File: config.mk
export PLATFORM = sky130hd
export DESIGN_NAME = spi_accel_responder
export DESIGN_NICKNAME = d
export VERILOG_FILES = /design/src/rtl/spi_accel_responder.sv
export SDC_FILE = /design/constraint.sdc
export NUM_CORES = 1
export LEC_CHECK = 0
export BUFFER_PORTS_ARGS = -buffer_cell sky130_fd_sc_hd__buf_4
export CAP_MARGIN = 20
export CORE_MARGIN = 2
export CORE_UTILIZATION = 30
export DETAILED_ROUTE_END_ITERATION = 12
export HOLD_SLACK_MARGIN = 0.02
export PLACE_DENSITY = 0.44
export SETUP_SLACK_MARGIN = 0.15
export SLEW_MARGIN = 20
export SYNTH_ARGS = -nofsm -noshare
export SYNTH_HDL_FRONTEND = slang
export SYNTH_SLANG_ARGS = --single-unit
File: constraint.sdc
create_clock -name clk -period 9.9 [get_ports clk]
set_input_delay 0.99 -clock clk [delete_from_list [all_inputs] [get_ports clk]]
set_output_delay 0.99 -clock clk [all_outputs]
set_load 0.05 [all_outputs]
File: src/rtl/spi_accel_responder.sv
// SPI mode-3 responder emulating a 3-axis accelerometer register file.
// SPI pins are oversampled in the clk domain; all state lives in clk.
`timescale 1ns/1ps
module spi_accel_responder #(
    parameter logic [7:0] DEVID       = 8'hE5,
    parameter logic [7:0] BW_RATE_RST = 8'h0A,
    parameter int         SYNC_STAGES = 2
) (
    input  logic        clk,
    input  logic        rst,
    input  logic        spi_csn,
    input  logic        spi_sclk,
    input  logic        spi_sdi,
    output logic        spi_sdo,
    output logic        spi_sdo_oe,
    input  logic [15:0] sample_x,
    input  logic [15:0] sample_y,
    input  logic [15:0] sample_z,
    input  logic        sample_valid,
    output logic        int1,
    output logic [7:0]  reg_bw_rate,
    output logic [7:0]  reg_power_ctl,
    output logic [7:0]  reg_data_format,
    output logic        wr_strobe,
    output logic [5:0]  wr_addr,
    output logic [7:0]  wr_data
);

    typedef enum logic [1:0] {IDLE, CMD, RD_DATA, WR_DATA} state_t;

    logic [SYNC_STAGES-1:0] csn_sync_q, sclk_sync_q, sdi_sync_q;
    logic csn_prev_q, sclk_prev_q;
    logic csn_s, sclk_s, sdi_s, csn_fall, csn_rise, sclk_fall, sclk_rise;

    state_t      state_q, state_d;
    logic [2:0]  bit_cnt_q, bit_cnt_d;
    logic [6:0]  shift_q, shift_d;
    logic [7:0]  tx_q, tx_d;
    logic [5:0]  addr_q, addr_d;
    logic        mb_q, mb_d, load_q, load_d, sdo_q, sdo_d, oe_q, oe_d;
    logic [7:0]  bw_q, bw_d, pwr_q, pwr_d, ien_q, ien_d, fmt_q, fmt_d;
    logic [47:0] live_q, live_d, shadow_q, shadow_d;
    logic        dready_q, dready_d, int1_q, int1_d, rd_clr;
    logic        wr_strobe_q, wr_strobe_d;
    logic [5:0]  wr_addr_q, wr_addr_d;
    logic [7:0]  wr_data_q, wr_data_d;
    logic [7:0]  rx_byte, rd_byte;
    logic [5:0]  next_addr;
    logic        addr_rw;

    // csn resets as if already low, so a transaction in flight at reset release never produces a fall
    always_ff @(posedge clk or posedge rst) begin
        if (rst) begin
            csn_sync_q  <= '0;
            sclk_sync_q <= '1;
            sdi_sync_q  <= '0;
            csn_prev_q  <= 1'b0;
            sclk_prev_q <= 1'b1;
        end else begin
            csn_sync_q  <= {csn_sync_q[SYNC_STAGES-2:0], spi_csn};
            sclk_sync_q <= {sclk_sync_q[SYNC_STAGES-2:0], spi_sclk};
            sdi_sync_q  <= {sdi_sync_q[SYNC_STAGES-2:0], spi_sdi};
            csn_prev_q  <= csn_s;
            sclk_prev_q <= sclk_s;
        end
    end

    assign csn_s     = csn_sync_q[SYNC_STAGES-1];
    assign sclk_s    = sclk_sync_q[SYNC_STAGES-1];
    assign sdi_s     = sdi_sync_q[SYNC_STAGES-1];
    assign csn_fall  = csn_prev_q & ~csn_s;
    assign csn_rise  = ~csn_prev_q & csn_s;
    assign sclk_fall = sclk_prev_q & ~sclk_s;
    assign sclk_rise = ~sclk_prev_q & sclk_s;

    assign rx_byte   = {shift_q, sdi_s};
    assign next_addr = mb_q ? addr_q + 6'd1 : addr_q;
    assign addr_rw   = (addr_q == 6'h2C) || (addr_q == 6'h2D) ||
                       (addr_q == 6'h2E) || (addr_q == 6'h31);

    always_comb begin
        rd_byte = 8'h00;
        case (addr_q)
            6'h00:   rd_byte = DEVID;
            6'h2C:   rd_byte = bw_q;
            6'h2D:   rd_byte = pwr_q;
            6'h2E:   rd_byte = ien_q;
            6'h30:   rd_byte = {dready_q, 7'b0};
            6'h31:   rd_byte = fmt_q;
            6'h32:   rd_byte = shadow_q[7:0];
            6'h33:   rd_byte = shadow_q[15:8];
            6'h34:   rd_byte = shadow_q[23:16];
            6'h35:   rd_byte = shadow_q[31:24];
            6'h36:   rd_byte = shadow_q[39:32];
            6'h37:   rd_byte = shadow_q[47:40];
            default: rd_byte = 8'h00;
        endcase
    end

    always_comb begin
        state_d     = state_q;
        bit_cnt_d   = bit_cnt_q;
        shift_d     = shift_q;
        tx_d        = tx_q;
        addr_d      = addr_q;
        mb_d        = mb_q;
        load_d      = load_q;
        sdo_d       = sdo_q;
        oe_d        = oe_q;
        bw_d        = bw_q;
        pwr_d       = pwr_q;
        ien_d       = ien_q;
        fmt_d       = fmt_q;
        shadow_d    = shadow_q;
        wr_strobe_d = 1'b0;
        wr_addr_d   = wr_addr_q;
        wr_data_d   = wr_data_q;
        rd_clr      = 1'b0;
        if (csn_rise) begin
            state_d   = IDLE;
            bit_cnt_d = 3'd0;
            load_d    = 1'b0;
            sdo_d     = 1'b0;
            oe_d      = 1'b0;
        end else begin
            case (state_q)
                IDLE: if (csn_fall) begin
                    state_d   = CMD;
                    bit_cnt_d = 3'd0;
                    shadow_d  = live_q;
                end
                CMD: if (sclk_rise) begin
                    shift_d   = rx_byte[6:0];
                    bit_cnt_d = bit_cnt_q + 3'd1;
                    if (bit_cnt_q == 3'd7) begin
                        addr_d  = rx_byte[5:0];
                        mb_d    = rx_byte[6];
                        load_d  = 1'b1;
                        state_d = rx_byte[7] ? RD_DATA : WR_DATA;
                    end
                end
                RD_DATA: begin
                    // first fall of each byte fetches the register; later falls shift it out
                    if (sclk_fall) begin
                        oe_d = 1'b1;
                        if (load_q) begin
                            sdo_d  = rd_byte[7];
                            tx_d   = {rd_byte[6:0], 1'b0};
                            load_d = 1'b0;
                        end else begin
                            sdo_d = tx_q[7];
                            tx_d  = {tx_q[6:0], 1'b0};
                        end
                    end
                    if (sclk_rise) begin
                        bit_cnt_d = bit_cnt_q + 3'd1;
                        if (bit_cnt_q == 3'd7) begin
                            load_d = 1'b1;
                            addr_d = next_addr;
                            rd_clr = (addr_q == 6'h37);
                        end
                    end
                end
                WR_DATA: if (sclk_rise) begin
                    shift_d   = rx_byte[6:0];
                    bit_cnt_d = bit_cnt_q + 3'd1;
                    if (bit_cnt_q == 3'd7) begin
                        addr_d = next_addr;
                        if (addr_rw) begin
                            wr_strobe_d = 1'b1;
                            wr_addr_d   = addr_q;
                            wr_data_d   = rx_byte;
                        end
                        case (addr_q)
                            6'h2C:   bw_d  = rx_byte;
                            6'h2D:   pwr_d = rx_byte;
                            6'h2E:   ien_d = rx_byte;
                            6'h31:   fmt_d = rx_byte;
                            default: ;
                        endcase
                    end
                end
                default: state_d = IDLE;
            endcase
        end
    end

    // a new sample takes priority over the clear from reading DATAZ1
    assign live_d   = sample_valid ? {sample_z, sample_y, sample_x} : live_q;
    assign dready_d = sample_valid | (dready_q & ~rd_clr);
    assign int1_d   = dready_q & ien_q[7];

    always_ff @(posedge clk or posedge rst) begin
        if (rst) begin
            state_q     <= IDLE;
            bit_cnt_q   <= 3'd0;
            shift_q     <= 7'd0;
            tx_q        <= 8'd0;
            addr_q      <= 6'd0;
            mb_q        <= 1'b0;
            load_q      <= 1'b0;
            sdo_q       <= 1'b0;
            oe_q        <= 1'b0;
            bw_q        <= BW_RATE_RST;
            pwr_q       <= 8'd0;
            ien_q       <= 8'd0;
            fmt_q       <= 8'd0;
            live_q      <= 48'd0;
            shadow_q    <= 48'd0;
            dready_q    <= 1'b0;
            int1_q      <= 1'b0;
            wr_strobe_q <= 1'b0;
            wr_addr_q   <= 6'd0;
            wr_data_q   <= 8'd0;
        end else begin
            state_q     <= state_d;
            bit_cnt_q   <= bit_cnt_d;
            shift_q     <= shift_d;
            tx_q        <= tx_d;
            addr_q      <= addr_d;
            mb_q        <= mb_d;
            load_q      <= load_d;
            sdo_q       <= sdo_d;
            oe_q        <= oe_d;
            bw_q        <= bw_d;
            pwr_q       <= pwr_d;
            ien_q       <= ien_d;
            fmt_q       <= fmt_d;
            live_q      <= live_d;
            shadow_q    <= shadow_d;
            dready_q    <= dready_d;
            int1_q      <= int1_d;
            wr_strobe_q <= wr_strobe_d;
            wr_addr_q   <= wr_addr_d;
            wr_data_q   <= wr_data_d;
        end
    end

    assign spi_sdo         = sdo_q & oe_q;
    assign spi_sdo_oe      = oe_q;
    assign int1            = int1_q;
    assign reg_bw_rate     = bw_q;
    assign reg_power_ctl   = pwr_q;
    assign reg_data_format = fmt_q;
    assign wr_strobe       = wr_strobe_q;
    assign wr_addr         = wr_addr_q;
    assign wr_data         = wr_data_q;

endmodule

==> results of run 1 <==
## sequential cells by signal, indices dropped and copies added, names as in the netlist, 3 cells and up
| register | count |
|---|---|
| ien_q | 8 |
| shadow_q | 48 |
| shift_q | 7 |
| reg_power_ctl | 8 |
| addr_q | 6 |
| wr_data | 8 |
| live_q | 48 |
| reg_data_format | 8 |
| tx_q | 7 |
| reg_bw_rate | 8 |
| wr_addr | 6 |
| bit_cnt_q | 3 |
## cells in the mapped netlist, drive strengths merged, types with 3 or more instances
master | count | area share, %
dfrtp | 177 | 57
mux2 | 149 | 22
buf | 22 | 1.5
o21ai | 21 | 1.4
a21oi | 16 | 1.2
clkbuf | 16 | 0.77
nor2 | 16 | 0.87
a22oi | 15 | 1.5
nand2 | 14 | 0.68
inv | 13 | 0.63
nand3 | 13 | 1.0
a222oi | 9 | 1.2
a31oi | 9 | 0.73
o22ai | 9 | 0.73
ha | 8 | 1.3
nand3b | 6 | 0.58
dfstp | 5 | 1.7
nor3 | 5 | 0.47
o221ai | 5 | 0.56
and2 | 4 | 0.32
a221oi | 3 | 0.34
a32o | 3 | 0.39
and3 | 3 | 0.24
mux2i | 3 | 0.39
## layout by cell type (no fill, tap or decap), types with 12 or more instances in the layout
master,n
a21oi_1,15
a22oi_1,15
buf_4,99
clkbuf_16,17
dfrtp_1,177
inv_1,12
mux2_2,149
nand2_1,14
nand3_1,12
nor2_1,13
o21ai_0,21
## power by group through the flow
stage | Sequential [mW] | Combinational (mW) | Clock, mW
2_1_floorplan | 0.911 | 0.145 | 0
3_3_place_gp | 0.958 | 0.178 | 0
3_5_place_dp | 0.963 | 0.184 | 0
4_1_cts | 0.949 | 0.185 | 0.682
5_1_grt | 0.964 | 0.200 | 0.714
6_report | 0.947 | 0.180 | 0.660
## path summary, 6_finish.rpt
path	cells past startpoint	startpoint	slack [ns]	to
setup / recovery	6	addr_q[1]	7.16	tx_q[4]
hold / removal	0	sdi_sync_q[0]	0.35	sdi_sync_q[1]
setup reg to reg	6	addr_q[1]	7.16	tx_q[4]
hold reg to reg	0	sdi_sync_q[0]	0.35	sdi_sync_q[1]
max in group asynchronous	3	rst	7.87	shadow_q[1]
min in group asynchronous	2	rst	0.73	live_q[20]
## cells by family after synthesis
group | share of synthesized area [%]
AND/OR/NAND/NOR | 5.689
XOR/XNOR | 0.2257
buffers and inverters | 2.901
AO/OA/AOI/OAI | 9.154
flip-flops | 58.74
multiplexers | 22.00
adder cells (fa/ha/maj) | 1.289
## metal layers
metal	vias to the layer above	GRT usage, %	wire, microns
li1	2265	-	-
met1	2546	20.16	8857
met2	108	24.00	9334
met3	17	3.214	710
met4	0	4.111	249
met5	-	0	0
## critical path: stages (launching register included)
cell and delay, ns:
dfrtp_1 0.46, inv_1 0.10, ha_1 0.50, o31ai_1 0.91
nand3_1 0.15, nand3_1 0.29, o221ai_1 0.17
## stage by stage
| stage | utilization (%) | cells | worst slack, ns | total power, mW |
|---|---|---|---|---|
| final | 36.85 | 994 | 7.162 | 1.787 |
| after global routing | 36.85 | 994 | 6.899 | 1.879 |
| after CTS | 36.83 | 994 | 7.159 | 1.816 |
| after detailed placement | 34.60 | 963 | 6.940 | 1.147 |
| after global placement | 34.58 | 963 | 7.014 | 1.136 |
| after floorplan | - | 571 | 3.975 | 1.056 |
## cell type report
type | count | area (sq um) | share of cell area, %
Timing Repair Buffer | 100 | 754.5 | 8.083
Multi-Input combinational cell | 338 | 2985 | 31.98
Clock inverter | 10 | 96.34 | 1.032
Inverter | 13 | 53.80 | 0.5764
Sequential cell | 182 | 4561 | 48.86
Clock buffer | 21 | 470.5 | 5.040
Tap cell | 330 | 412.9 | 4.424
==> results.cfg, run 1 <==
[status]
outcome = finished, final reports clean

[synth]
postSynthCellCount = 571
synth-async-reset-ratio_pct = 100.0
synth-seq-cells = 182
yosys_warnings = 0
syn_nets = 633
syn_area_sq_um = 7764
synth_edf_count = 0
synth_area_per_cell_sq_um = 13.60
synth_cell_type_count = 53
synth_seq_area_share_pct = 58.74
ys_dominant_reg_cell = dfrtp_1

[worst_setup_path]
crit_path_end_kind = flip-flop
critPathKind = flip-flop to flip-flop
required_ns = 10.18
arrival_ns = 3.02
path_max_fanout = 19
start_kind = flip-flop

[timing]
period_minus_slack_ns = 2.738
rsz0062_at_grt = false
hold_slack_ns = 0.3490
drv_slew = 0
max_freq_ghz = 0.3653
worst_pin_slew_ns = 0.9648
slew_headroom_pct = 35.68
hold_viol = 0
fin_crit_sh_pct = 27.65
fin_skew_ns = 0.007116
setup_viol_count_final = 0
tns_ns = 0

[drt]
drt_iter0_drc = 321
drt_wl_total_microns = 19150
first_pass_iters = 6
vias = 4936
wl_per_cell_microns = 19.27
ant_nets = 0
routed_via_density = 4.966
drc_errors = 0

[power]
power.share.clock_pct = 36.9
p_leak_nw = 4.116
powerDensity_nw_per_um2 = 191.5
intPower_mw = 1.329
switching_power_uw = 457.9
pwr-share-comb_pct = 10.1
switching_share_pct = 25.62
ir_drop_mv = 0.07892
pwr-share-seq_pct = 53.0

[grt]
grt_pass1_vias = 5320
grt_remaining_overflow = 0
grt_use_total_pct = 14.85
antenna_found_initial = 0
grt_max_degree = 101
grt_pass1_wl_microns = 30570

[min_path]
hp-class = flip-flop to flip-flop

[placed_design]
io_buffer_count = 95
gp_congestion = 0.7906
dp_hpwl_microns = 12790
place_area_sq_um = 8762

[clock_tree]
cts_root_buf = clkbuf_16
cts_max_level = 4
cts-resized-gates = 0
cts_made_buffers = 17
clkSlewWorstSetupHoldPaths_ns = 0.07
cts_sinks = 182
cts_tree = yes
clk-insertion-delay-late_ns = 0.42
ctsHoldBuffers = 0
post_cts_buffers = 0
clockBufferDepth = 2

[cells_and_area]
fillers = 2437
nets = 714
final_area_sq_um = 9334
syn2layout_area_growth_pct = 20.23
n_antenna_cell = 0
drive_above_1_share_pct = 44.73

[floorplan]
die_h_microns = 164.9
die-area_sq_um = 27180
dieWidth_microns = 164.9
ios = 96
start_util_pct = 30.65
rows = 58
core_area_sq_um = 25330

[run]
cap_violations = 0
Note: power is estimated with default switching activity, not from simulation.
==> run 2: changes to the inputs <==
- ABC_AREA: unset -> 1
- PLACE_DENSITY: 0.44 -> 0.45
- clock period: 9.9 -> 2.5 ns (I/O delays scaled with it)
==> run 2 against run 1 <==
Power grew to 4.8 times the previous value. Non-clock buffer count is 58 higher. Global-route usage is 0.90 points higher. Largest power group unchanged. Cell area is 8.7% higher. Cell count is 41% higher. Routed wire length is 9.4% higher. Flip-flop and latch count stayed put. Via count is 27% higher. Largest cell class unchanged. Sequential power grew to 4.1 times the previous value. Clock skew is 0.0088 ns higher. Maximum frequency is 31% higher.
==> results.cfg, run 2 <==
[status]
outcome = finished, final reports clean

[worst_setup_path]
start_kind = flip-flop
crit_path_end_kind = flip-flop
crit_chain = inv_1 -> ha_1 -> inv_1 -> nor2_2 -> nand2_1 -> inv_2 -> nor2_2 -> a21oi_4 -> inv_2 -> nand2_1 -> o21ai_2
slowest_delay_ns = 0.43
cp_slowest_cell = dfrtp_1
arrival_ns = 2.40
path_max_fanout = 21
crit_buf_inv = 4
critPathKind = flip-flop to flip-flop
cpLargestDelayFamily = buffers and inverters
required_ns = 2.82

[clock_tree]
post_cts_buffers = 0
cts_tree = yes
cts_sinks = 182
cts_max_level = 4
cts_made_buffers = 17
clockBufferDepth = 2
clkSlewWorstSetupHoldPaths_ns = 0.08
cts_root_buf = clkbuf_16
cts-resized-gates = 0
clk-insertion-delay-late_ns = 0.45

[synth]
synth_cell_type_count = 31
synth_seq_area_share_pct = 57.59
synth_edf_count = 0
ys_dominant_reg_cell = dfrtp_1
syn_nets = 982
yosys_warnings = 0
yosysMostFrequentCell = nand2_1
synth_top_area_share_pct = 55.93
synth_top_area_cell = dfrtp_1
synth_area_per_cell_sq_um = 8.607
yosys-top-cells-area = dfrtp_1 (56%), nand2_1 (12%), o21ai_0 (9.6%)
synth-async-reset-ratio_pct = 100.0
postSynthCellCount = 920
synth-seq-cells = 182
syn_area_sq_um = 7919
synthTopCellsByCount = nand2_1 (249), dfrtp_1 (177), o21ai_0 (152)

[run]
cap_violations = 0

[timing]
setup_viol_count_final = 0
drv_slew = 0
slew_headroom_pct = 46.13
fin_skew_ns = 0.01588
tns_ns = 0
hold_slack_ns = 0.02654
max_freq_ghz = 0.4803
fin_crit_sh_pct = 83.28
hold_viol = 0
worst_pin_slew_ns = 0.8081
rsz0062_at_grt = false
period_minus_slack_ns = 2.082

[cells_and_area]
layout_commonest_cell = nand2_1
stdcell_count = 1406
fin_util_pct = 39.03
nets = 1120
drive_above_1_share_pct = 17.09
syn2layout_area_growth_pct = 28.08
final_cell_mix = nand2_1 (248), dfrtp_1 (177), o21ai_0 (152), buf_4 (107), inv_1 (91)
n_antenna_cell = 0
top_regs = live_q (48), shadow_q (48)

[min_path]
hp-class = input port to flip-flop

[placed_design]
place_inst = 1329
gp_congestion = 0.8741
io_buffer_count = 95
dp_hpwl_microns = 14970

[grt]
grt_use_total_pct = 15.75
grt_pass1_vias = 6247
grt_remaining_overflow = 0
antenna_found_initial = 0
grt_pass1_wl_microns = 34330
grt_max_degree = 98

[power]
pwr-share-comb_pct = 21.2
intPower_mw = 5.581
switching_power_mw = 2.913
power.share.clock_pct = 33.3
power.total_mw = 8.494
ir_drop_mv = 0.3971
p_leak_nw = 5.007
pwr-share-seq_pct = 45.6
powerDensity_nw_per_um2 = 837.5
switching_share_pct = 34.29

[floorplan]
die_h_microns = 166.5
ios = 96
start_util_pct = 30.47
core_area_sq_um = 25980
dieWidth_microns = 166.5
die-area_sq_um = 27710
rows = 59

[drt]
drt_wl_total_microns = 20950
first_pass_iters = 4
routed_via_density = 4.466
wl_per_cell_microns = 14.90
vias = 6279
ant_nets = 0
drc_errors = 0
drt_iter0_drc = 466
-- run 2: cell families after synthesis --
kind of cell | share of synthesized area (%)
XOR/XNOR | 0.1106
adder cells (fa/ha/maj) | 1.264
buffers and inverters | 7.110
AND/OR/NAND/NOR | 21.52
AO/OA/AOI/OAI | 12.40
flip-flops | 57.59
-- run 2: power by group through the flow --
stage,clock network (mW),logic (mW),registers [mW]
after floorplan,0,1.21,3.82
after global placement,0,1.76,3.92
after detailed placement,0,1.77,3.93
after CTS,2.90,1.84,3.88
after global routing,3.02,2.08,3.95
final,2.82,1.80,3.87
-- run 2: metrics by stage --
stage	worst slack, ns	area [sq um]
3_5_place_dp	0.4217	9069
5_1_grt	0.2006	10140
2_1_floorplan	-0.08248	7923
6_report	0.4180	10140
4_1_cts	0.3876	10140
3_3_place_gp	0.4855	9069
-- run 2: layout make-up --
cell class / count / area, sq um
Sequential cell: 182 / 4561
Clock inverter: 14 / 183.9
Timing Repair Buffer: 158 / 1374
Multi-Input combinational cell: 602 / 2798
Inverter: 97 / 367.9
Clock buffer: 18 / 439.2
Tap cell: 335 / 419.2
Fill cell: 2663 / 15840
-- run 2: path summary, 6_finish.rpt --
path	from	endpoint	slack (ns)	cells after the start
worst min register to register	sdi_sync_q[0]	sdi_sync_q[1]	0.35	0
max in group asynchronous	rst	reg_bw_rate[1]	1.36	4
worst min-delay path	sample_z[0]	live_q[32]	0.03	3
worst max-delay path	addr_q[0]	wr_addr[0]	0.42	11
min in group asynchronous	rst	reg_data_format[6]	0.44	3
worst max register to register	addr_q[0]	wr_addr[0]	0.42	11
-- run 2: tightest hold or removal path, stage by stage --
cell and delay (ns):
buf_4 0.08, nand2_1 0.05, o21ai_0 0.06
-- run 2: what timing repair did --
item	CTS	global route
hold buffers	45	0
endpoints found under the setup margin	0	0
endpoints found under the hold margin	56	0
-- run 2: layer usage --
metal	GRT usage [%]	vias to the layer above	share of wire, %
li1	-	3227	-
met1	22.03	2940	49
met2	25.58	100	47
met3	2.757	12	2.8
met4	3.673	0	0.86
met5	0	-	0
==> run 3: changes to the inputs <==
- PLACE_DENSITY: 0.45 -> 0.44
- clock period: 2.5 -> 2 ns (I/O delays scaled with it)
==> run 3 against run 2 <==
Non-clock buffer count increased by 21. Largest power group unchanged. Core utilization grew 1.1 points. Setup slack lost 0.28 ns. Clock skew decreased by 0.0033 ns. Critical endpoint is now wr_addr[5]. Register-to-register slack lost 0.28 ns.
==> results.cfg, run 3 (synthesis results as in run 2) <==
[status]
outcome = finished, final reports clean

[clock_tree]
clockBufferDepth = 2
clkSlewWorstSetupHoldPaths_ns = 0.07
cts_sinks = 182
cts_tree = yes
cts_max_level = 4
cts_root_buf = clkbuf_16
clk-insertion-delay-late_ns = 0.43
cts_made_buffers = 17

[timing]
fin_crit_sh_pct = 92.95
fin_skew_ns = 0.01260
drv_slew = 0
tns_ns = 0
worst_pin_slew_ns = 0.7229
setup_viol_count_final = 0
max_freq_ghz = 0.5379
hold_viol = 0
rsz0062_at_grt = true
period_minus_slack_ns = 1.859
slew_headroom_pct = 51.81

[drt]
ant_nets = 0
first_pass_iters = 4
wl_per_cell_microns = 14.75
drt_wl_total_microns = 21090
drc_errors = 0
drt_iter0_drc = 473
vias = 6371
routed_via_density = 4.455

[grt]
grt_use_total_pct = 15.59
grt_pass1_wl_microns = 34200
grt_pass1_vias = 6276
grt_remaining_overflow = 0
antenna_found_initial = 0
grt_max_degree = 123

[cells_and_area]
final_cell_mix = nand2_1 (242), dfrtp_1 (175), o21ai_0 (151), buf_4 (116), inv_1 (88)
multi_input_area_sq_um = 2883
syn2layout_area_growth_pct = 31.84
regArea_sq_um = 4563
fillers = 2675
layout_commonest_cell = nand2_1
top_regs = live_q (48), shadow_q (48)
nets = 1144
n_antenna_cell = 0
stdcell_count = 1430
drive_above_1_share_pct = 20.37

[min_path]
min-delay-start = sample_z[13]
worstHoldPathCells = 3
hold_path_end = live_q[45]
hp-class = input port to flip-flop

[worst_setup_path]
rr_startpoint = addr_q[0]
timing.rr.end = wr_addr[5]
arrival_ns = 2.18
ff2ff_path_depth = 11
crit_path_end_kind = flip-flop
path_max_fanout = 4
reg2reg_setup_slack_ns = 0.14
start_kind = flip-flop
critPathKind = flip-flop to flip-flop
required_ns = 2.32

[floorplan]
rows = 59
dieWidth_microns = 166.5
start_util_pct = 30.47
ios = 96
die-area_sq_um = 27710
core_area_sq_um = 25980
die_h_microns = 166.5

[placed_design]
io_buffer_count = 95
dp_hpwl_microns = 14530
place_inst = 1336
gp_congestion = 0.8688

[run]
cap_violations = 0

[power]
p_leak_nw = 5.112
powerDensity_nw_per_um2 = 1023
ir_drop_mv = 0.4853
==> run 3: changes by cell type in the layout (fill, tap and decap cells not counted), moves of 5 or more <==
cell           delta
nor2_1            -8
buf_4             +9
dlygate4sd3_1     +6
nand2_1           -6
nor2_4            +5
nand2_2           +5
==> run 3: metrics by stage <==
| step | instance area, sq um | setup WS [ns] | hold slack [ns] | power [mW] | utilization [%] |
|---|---|---|---|---|---|
| 2_1_floorplan | 7923 | -0.5325 | 0.2045 | 6.287 | - |
| 3_3_place_gp | 9134 | 0.08245 | 0.3095 | 7.215 | 35.15 |
| 3_5_place_dp | 9134 | 0.03484 | 0.3096 | 7.244 | 35.15 |
| 4_1_cts | 10260 | 0.1519 | 0.02975 | 10.69 | 39.47 |
| 5_1_grt | 10440 | 0.09472 | 0.04059 | 11.39 | 40.18 |
| 6_report | 10440 | 0.1411 | 0.04219 | 10.68 | 40.18 |
==> run 3: critical path: stages (launching register included) <==
cell     delay [ns]
dfrtp_2        0.41
inv_2          0.07
ha_1           0.20
inv_1          0.11
nor2_2         0.07
nand2_2        0.07
nand2_2        0.08
nor2_4         0.15
a21oi_4        0.08
buf_12         0.14
buf_12         0.12
or2_2          0.26
==> run 3: timing repair <==
| action | 4_1_cts | 5_1_grt |
|---|---|---|
| pin swaps | 1 | 6 |
| setup endpoints to repair | 14 | 47 |
| hold buffers | 51 | 0 |
| setup buffers | 3 | 5 |
| cloned | 1 | 2 |
| resized for setup | 7 | 34 |
| hold endpoints to repair | 108 | 0 |
==> run 3: how the worst max path moves through the flow <==
stage,from,to,slack (ns),depth (start not counted)
floorplan,rst,addr_q[0],-0.53,1
global placement,addr_q[0],wr_data[2],0.08,11
detailed placement,addr_q[0],wr_data[5],0.03,11
CTS,bit_cnt_q[0],addr_q[3],0.15,10
global route,addr_q[0],wr_addr[5],0.09,11
finish,addr_q[0],wr_addr[5],0.14,11
==> run 3: cell type report <==
| class | instances | area share (%) |
|---|---|---|
| Clock buffer | 20 | 4.374 |
| Clock inverter | 12 | 1.115 |
| Inverter | 97 | 3.619 |
| Multi-Input combinational cell | 602 | 27.61 |
| Sequential cell | 182 | 43.71 |
| Tap cell | 335 | 4.015 |
| Timing Repair Buffer | 179 | 15.36 |
| Timing Repair inverter | 3 | 0.1918 |
==> run 3: per-layer routing <==
metal / share of wire [%] / vias to the layer above / routed length, microns / global-route usage [%]
li1: - / 3286 / - / -
met1: 48 / 2951 / 10210 / 21.75
met2: 46 / 116 / 9778 / 24.67
met3: 3.5 / 18 / 728 / 3.161
met4: 1.8 / 0 / 370 / 4.460
met5: 0 / - / 0 / 0
==> run 3: where the power goes <==
part           total (mW)  internal (mW)  switching, mW
clock                3.33           1.80           1.52
sequential           4.88           4.39          0.490
combinational        2.48          0.915           1.56
